===== config.mk =====
export PLATFORM = sky130hd
export DESIGN_NAME = pattern_merge_pipe
export DESIGN_NICKNAME = d
export VERILOG_FILES = /design/src/rtl/pattern_merge_pkg.sv /design/src/rtl/pattern_merge_stage.sv /design/src/rtl/pattern_merge_pipe.sv
export SDC_FILE = /design/constraint.sdc
export NUM_CORES = 1
export LEC_CHECK = 0
export ABC_CLOCK_PERIOD_IN_PS = 4800
export BUFFER_PORTS_ARGS = -buffer_cell sky130_fd_sc_hd__buf_2
export CAP_MARGIN = 20
export CORE_AREA = 2 2 71 73
export CTS_BUF_LIST = sky130_fd_sc_hd__clkbuf_8
export DETAILED_ROUTE_END_ITERATION = 16
export DIE_AREA = 0 0 73 75
export PLACE_DENSITY = 0.75
export REMOVE_ABC_BUFFERS = 1
export SLEW_MARGIN = 5
export SYNTH_ARGS = -nofsm -noshare
export SYNTH_HDL_FRONTEND = slang
export SYNTH_HIERARCHICAL = 1
export SYNTH_SLANG_ARGS = --single-unit

===== constraint.sdc =====
create_clock -name blif_clk_net -period 4.8 [get_ports blif_clk_net]
set_clock_uncertainty 0.15 [all_clocks]
set_input_delay 0.48 -clock blif_clk_net [delete_from_list [all_inputs] [get_ports blif_clk_net]]
set_output_delay 0.48 -clock blif_clk_net [all_outputs]
set_load 0.05 [all_outputs]

===== src/rtl/pattern_merge_pkg.sv =====
// Shared types and helpers for the parametrised merged-pattern pipeline.
package pattern_merge_pkg;

  typedef enum logic {OP_NOR, OP_NAND} op_t;

  localparam int CNT_W = 16;

  // Stages are numbered from 1: odd stages NOR-merge, even stages NAND-merge.
  function automatic op_t stage_op(input int k);
    return (k % 2 == 1) ? OP_NOR : OP_NAND;
  endfunction

endpackage


===== src/rtl/pattern_merge_stage.sv =====
// One elastic pattern stage: merges the incoming vector with its own feedback
// register and holds the result until the next stage takes it.
module pattern_merge_stage
  import pattern_merge_pkg::*;
#(
  parameter int  WIDTH = 8,
  parameter op_t OP    = OP_NOR
) (
  input  logic             clk_i,
  input  logic             rst_i,
  input  logic             clear_i,
  input  logic             d_valid_i,
  input  logic [WIDTH-1:0] d_i,
  input  logic             take_i,
  output logic             adv_o,
  output logic             v_o,
  output logic [WIDTH-1:0] data_o
);

  logic             v_q;
  logic [WIDTH-1:0] data_q;
  logic [WIDTH-1:0] fb_q;
  logic [WIDTH-1:0] y_d;

  function automatic logic [WIDTH-1:0] merge(input logic [WIDTH-1:0] a,
                                             input logic [WIDTH-1:0] b);
    if (OP == OP_NOR) return ~(a | b);
    else              return ~(a & b);
  endfunction

  assign y_d   = merge(d_i, fb_q);
  assign adv_o = d_valid_i & (~v_q | take_i);

  // Clear drops the beat and the feedback history but leaves data_q as-is.
  always_ff @(posedge clk_i) begin
    if (rst_i) begin
      v_q    <= 1'b0;
      data_q <= '0;
      fb_q   <= '0;
    end else if (clear_i) begin
      v_q    <= 1'b0;
      fb_q   <= '0;
    end else if (adv_o) begin
      v_q    <= 1'b1;
      data_q <= y_d;
      fb_q   <= y_d;
    end else if (take_i) begin
      v_q    <= 1'b0;
    end
  end

  assign v_o    = v_q;
  assign data_o = data_q;

endmodule


===== src/rtl/pattern_merge_pipe.sv =====
// DEPTH-stage elastic merged-pattern pipeline with a combinational ready chain.
// Optional transfer counter port out_count under PATTERN_MERGE_PIPE_CNT_EN.
module pattern_merge_pipe
  import pattern_merge_pkg::*;
#(
  parameter int WIDTH = 8,
  parameter int DEPTH = 3
) (
  input  logic             blif_clk_net,
  input  logic             blif_reset_net,
  input  logic             clear,
  input  logic             in_valid,
  output logic             in_ready,
  input  logic [WIDTH-1:0] in_data,
  output logic             out_valid,
  input  logic             out_ready,
  output logic [WIDTH-1:0] out_data
`ifdef PATTERN_MERGE_PIPE_CNT_EN
  ,
  output logic [CNT_W-1:0] out_count
`endif
);

  for (genvar k = 0; k < DEPTH; k++) begin : g_stage
    logic             d_valid;
    logic [WIDTH-1:0] d;
    logic             take;
    logic             adv;
    logic             v;
    logic [WIDTH-1:0] data;

    if (k == 0) begin : g_head
      assign d_valid = in_valid & ~clear;
      assign d       = in_data;
    end else begin : g_link
      assign d_valid = g_stage[k-1].v;
      assign d       = g_stage[k-1].data;
    end

    // A stage is emptied exactly when its successor advances.
    if (k == DEPTH - 1) begin : g_tail
      assign take = out_ready;
    end else begin : g_mid
      assign take = g_stage[k+1].adv;
    end

    pattern_merge_stage #(
      .WIDTH (WIDTH),
      .OP    (stage_op(k + 1))
    ) u_stage (
      .clk_i     (blif_clk_net),
      .rst_i     (blif_reset_net),
      .clear_i   (clear),
      .d_valid_i (d_valid),
      .d_i       (d),
      .take_i    (take),
      .adv_o     (adv),
      .v_o       (v),
      .data_o    (data)
    );
  end

  assign in_ready  = ~clear & (~g_stage[0].v | g_stage[0].take);
  assign out_valid = g_stage[DEPTH-1].v;
  assign out_data  = g_stage[DEPTH-1].data;

`ifdef PATTERN_MERGE_PIPE_CNT_EN
  logic [CNT_W-1:0] cnt_q;

  always_ff @(posedge blif_clk_net) begin
    if (blif_reset_net || clear) cnt_q <= '0;
    else if (out_valid && out_ready) cnt_q <= cnt_q + 1'b1;
  end

  assign out_count = cnt_q;
`endif

endmodule


[After elaboration in Yosys (flattened, before gate mapping)]
Cells that the tools add are included.
Storage, ports and cells
  register bits after elaboration: 51
  input bits: 13
  output and inout port bits: 10
Operators by class
  mux-type cells: 6
  bitwise logic cells: 18
  reduce and logical (&&, ||, !) cells: 7
Operator list (count)
  8-bit inverter: 3
  8-bit OR: 2
  8-bit AND: 1
  1-bit 2-to-1 mux: 6
  2-bit AND reduction: 3
  2-bit nonzero test: 3
  1-bit AND: 5
  1-bit inverter: 4
  1-bit OR: 3
  2-bit OR reduction: 1

[Logic depth before layout (Yosys ltp)]
  word-level depth: 8
  mapped depth: 13

[By module]
Netlist, hierarchy kept.
Modules (own cells, without submodules)
  pattern_merge_stage (g_stage[0].u_stage ...): instances 2, cells each 76, area each 729.4 µm², sequential area each 340.3 µm²
  pattern_merge_stage (g_stage[1].u_stage): instances 1, cells each 72, area each 788.3 µm², sequential area each 340.3 µm²
  pattern_merge_pipe: instances 1, cells each 3, area each 18.8 µm², sequential area each 0.0 µm²

[Worst setup path before layout]
OpenSTA, ideal clock, no wires.
  path type: reg-to-output
  start point: register g_stage[2].u_stage.v_q
  end point: output port in_ready
  arrival: 2.071 ns
  required time: 4.170 ns
  path slack: 2.099 ns
  cell stages (with the launch flop): 11
  buffers on the path: 4
  cells stage by stage: dfxtp_1 nand2b_4 buf_6 and2_4 buf_6 nand2b_1 buf_6 and2_4 buf_6 inv_1 a21oi_2
Between the ends
  cells in the longest elaborated chain, start to end: 7
Ends and longest elaborated chain
  from (decl): line pattern_merge_stage.sv:20  | logic v_q;
  from (signal assigned): line pattern_merge_stage.sv:37  | v_q <= 1'b0;
  from (signal assigned): line pattern_merge_stage.sv:41  | v_q <= 1'b0;
  from (signal assigned): line pattern_merge_stage.sv:44  | v_q <= 1'b1;
  1-bit inverter: line pattern_merge_stage.sv:32  | assign adv_o = d_valid_i & (~v_q | take_i);
  1-bit OR: line pattern_merge_stage.sv:32
  1-bit AND: line pattern_merge_stage.sv:32
  named net g_stage[1].take: line pattern_merge_pipe.sv:27  | logic take;
  1-bit OR: line pattern_merge_stage.sv:32
  1-bit AND: line pattern_merge_stage.sv:32
  named net g_stage[0].take: line pattern_merge_pipe.sv:27
  1-bit OR: line pattern_merge_pipe.sv:63  | assign in_ready = ~clear & (~g_stage[0].v | g_stage[0].take);
  1-bit AND: line pattern_merge_pipe.sv:63
  to (decl): line pattern_merge_pipe.sv:13  | output logic in_ready,
The timed path passes the listed nets, and every way through them passes these cells.

[Worst setup path after layout]
  start point: register g_stage[1].u_stage.v_q
  end point: output port in_ready
Between the ends
  cells in the longest elaborated chain, start to end: 5
  elaborated cells between the ends (all ways): 6
Ends and longest elaborated chain (line)
  from (decl): pattern_merge_stage.sv:20
  from (signal assigned): pattern_merge_stage.sv:37
  from (signal assigned): pattern_merge_stage.sv:41
  from (signal assigned): pattern_merge_stage.sv:44
  1-bit AND: pattern_merge_stage.sv:32
  named net g_stage[1].take: pattern_merge_pipe.sv:27
  1-bit OR: pattern_merge_stage.sv:32
  1-bit AND: pattern_merge_stage.sv:32
  named net g_stage[0].take: pattern_merge_pipe.sv:27
  1-bit OR: pattern_merge_pipe.sv:63
  1-bit AND: pattern_merge_pipe.sv:63
The timed path passes the listed nets, and every way through them passes these cells.

==> impl_metrics.py <==
metrics = {
    "synth": {
        "synth-seq-cells": 51,
        "netlist_area_um2": 2270,
        "synth_top_area_share_pct": 45.1,
        "avgSynthCellArea_um2": 9.98,
        "synth_cell_types": 23,
        "yosysMostFrequentCell": "dfxtp_1",
        "synth.largest_area_cell": "dfxtp_1",
        "synthArstFlopShare_pct": 0,
        "postSynthCellCount": 227,
        "ys_top_cells_by_count": "dfxtp_1 (51), a21oi_1 (17), nand2b_1 (17)",
        "yosys-top-cells-area": "dfxtp_1 (45%), a211oi_2 (8.8%), o21ai_2 (6.2%)",
        "ys_seq_area_share_pct": 45.1,
        "yosys_warnings": 6,
        "synth_enable_flop_cells": 0,
        "ys.flop_type": "dfxtp_1",
    },
    "cts": {
        "clkLatencyLatePin_ps": 300,
        "cts.sinks": 51,
        "clkTransAtPathRegs_ps": 90,
        "ctsHtreeMaxLevel": 2,
        "cts_made_buffers": 5,
        "ctsResizeCount": 0,
        "post_cts_buffers": 0,
        "clk_path_buf_depth": 2,
        "cts_tree": "yes",
        "root_buffer": "clkbuf_8",
        "postCtsHoldBufs": 0,
    },
    "floorplanning": {
        "ios": 23,
        "start_util_pct": 48.6,
        "die-area_um2": 5480,
        "rows": 25,
        "core_um2": 4660,
        "die_h_um": 75,
        "die_w_um": 73,
    },
    "flow_run": {
        "cap_violations": 0,
    },
    "worst_setup_path": {
        "crit_chain": "and2_4 > nand2b_1 > and2_4 > inv_1 > a21oi_2 > buf_2",
        "cp_max_fo": 19,
        "startpoint_type": "flop",
        "slowest_delay_ps": 550,
        "path_common_cell": "and2_4",
        "critical_path_class": "reg -> out",
        "critPathArrivalTime_ps": 2540,
        "cp.required_ps": 4170,
        "crit_path_end_kind": "output pin",
        "crit_slowest_cell": "dfxtp_1",
    },
    "routing": {
        "drc_errors": 0,
        "drt-total-wl_um": 3770,
        "final_antenna_net_count": 0,
        "drtIter0Drc": 72,
        "drt-wirelength-per-cell_um": 12.9,
        "firstDrtPassIters": 4,
        "via_per_inst": 5.23,
        "vias": 1531,
    },
    "global_routing": {
        "grt_pass1_wl_um": 6290,
        "grt_pass1_vias": 1444,
        "use_met3_pct": 3.21,
        "use_met1_pct": 17.7,
        "grt.busiest_layer": "met2",
        "grt_max_degree": 28,
        "globalRouteOverflowTotal": 0,
        "track_usage_pct": 14.6,
        "grtUsageMet2_pct": 25.1,
        "antenna_found_initial": 0,
    },
    "final_layout": {
        "fin_area_um2": 2400,
        "seqCellArea_um2": 1020,
        "diodes": 0,
        "fillers": 442,
        "drive_gt1_share_pct": 31.8,
        "multi_input_comb_area_um2": 1070,
        "nNetsFinal": 251,
        "layout-area-overhead-vs-synth_pct": 5.74,
    },
    "sta": {
        "setup_violations": 0,
        "period_share_pct": 66.0,
        "layout_min_cycle_time_ps": 3170,
        "finalWorstSetupSlack_ps": 1630,
        "tightest_slew_ps": 655,
        "timing.hold.ws_ps": 313,
        "slew_headroom_pct": 56.4,
        "fin_setup_tns_ps": 0,
        "rsz0062_at_grt": "no",
        "drv_slew": 0,
        "fmax_ghz": 0.316,
        "hold_viol": 0,
    },
    "power": {
        "finalPower_uw": 794,
        "vdd.ir_drop.worst_mv": 0.229,
        "cellPowerDensity_nw_per_um2": 331,
        "p_leak_uw": 0.000848,
    },
    "place": {
        "dp_hpwl_um": 2700,
        "place_ws_ps": 1840,
        "place_congestion": 0.696,
        "dpl_cell_area_um2": 2280,
        "port_buffers": 22,
    },
    "outcome": {
        "outcome": "complete, no violations",
    },
    "worst_hold_path": {
        "hp-class": "reg -> reg",
    },
}
==> path summary, 6_finish.rpt <==
kind                            slack, ps  depth (start not counted)                                   endpoint                                    start
worst max register to register       2010                          6  g_stage[0].u_stage/data_o[6]$_SDFFE_PP0P_      g_stage[1].u_stage/v_o$_SDFFE_PP0P_
worst max-delay path                 1630                          6                                   in_ready      g_stage[1].u_stage/v_o$_SDFFE_PP0P_
worst min register to register        310                          2    g_stage[2].u_stage/fb_q[0]$_SDFFE_PP0P_  g_stage[2].u_stage/fb_q[0]$_SDFFE_PP0P_
worst min-delay path                  310                          2    g_stage[2].u_stage/fb_q[0]$_SDFFE_PP0P_  g_stage[2].u_stage/fb_q[0]$_SDFFE_PP0P_
==> stage by stage <==
step                      std cells  utilization (%)
after global placement          285             48.9
final                           293             51.4
after global routing            293             51.4
after detailed placement        285             48.9
after floorplan                 209                -
after CTS                       293             51.4
==> layout by cell type (no fill, tap or decap) <==
master / n
dfxtp_1: 51
buf_2: 22
nand2b_1: 17
a21oi_1: 17
nand2_1: 16
nor2_1: 16
nand4_1: 16
o21ai_2: 16
o21ai_0: 16
a211oi_2: 16
and2_1: 8
clkbuf_8: 6
and2_4: 4
inv_1: 2
nand2b_4: 2
nor2_4: 2
and2b_2: 2
nor3b_4: 2
o21a_1: 2
nor2b_1: 1
a21oi_2: 1
clkinv_2: 1
bufinv_16: 1
or2_1: 1
nor2b_4: 1
==> power by group <==
group / switching, µW / internal, µW / total [µW] / leakage [µW]
registers: 5.89 / 431 / 437 / 0.000413
clock network: 134 / 169 / 302 / 0.0000612
logic: 34.7 / 19.8 / 54.5 / 0.000374
==> metal layers <==
| metal | wire [µm] | vias to the layer above |
|---|---|---|
| met1 | 1860 | 688 |
| li1 | - | 809 |
| met4 | 58 | 0 |
| met3 | 126 | 6 |
| met5 | 0 | - |
| met2 | 1720 | 28 |
==> state kept, by name (all words and copies together) (netlist names) <==
signal,flops
g_stage.u_stage/fb_q,24
g_stage.u_stage/v_o,3
g_stage.u_stage/data_o,24
==> final cells by class <==
cell class,instances,share of cell area (%)
Clock buffer,6,3.45
Clock inverter,2,1.46
Inverter,2,0.313
Multi-Input combinational cell,156,44.8
Sequential cell,51,42.6
Tap cell,54,2.82
Timing Repair Buffer,22,4.60
==> critical path, delay by kind of cell (launching register included) <==
| family | cells | cell delay (ps) |
|---|---|---|
| AOI/OAI and AO/OA | 1 | 110 |
| buffers and inverters | 2 | 340 |
| DFF | 1 | 550 |
| and+or+nand+nor | 3 | 1220 |
==> cells by family (layout without fill, tap and decap cells) <==
logic type,after synthesis,in the layout,share of synthesized area [%]
AO/OA/AOI/OAI,68,68,23.4
buffers and inverters,20,32,7.62
AND/OR/NAND/NOR,88,88,24.0
flip-flops,51,51,45.1
No activity file was read; power rests on OpenSTA's default activity.
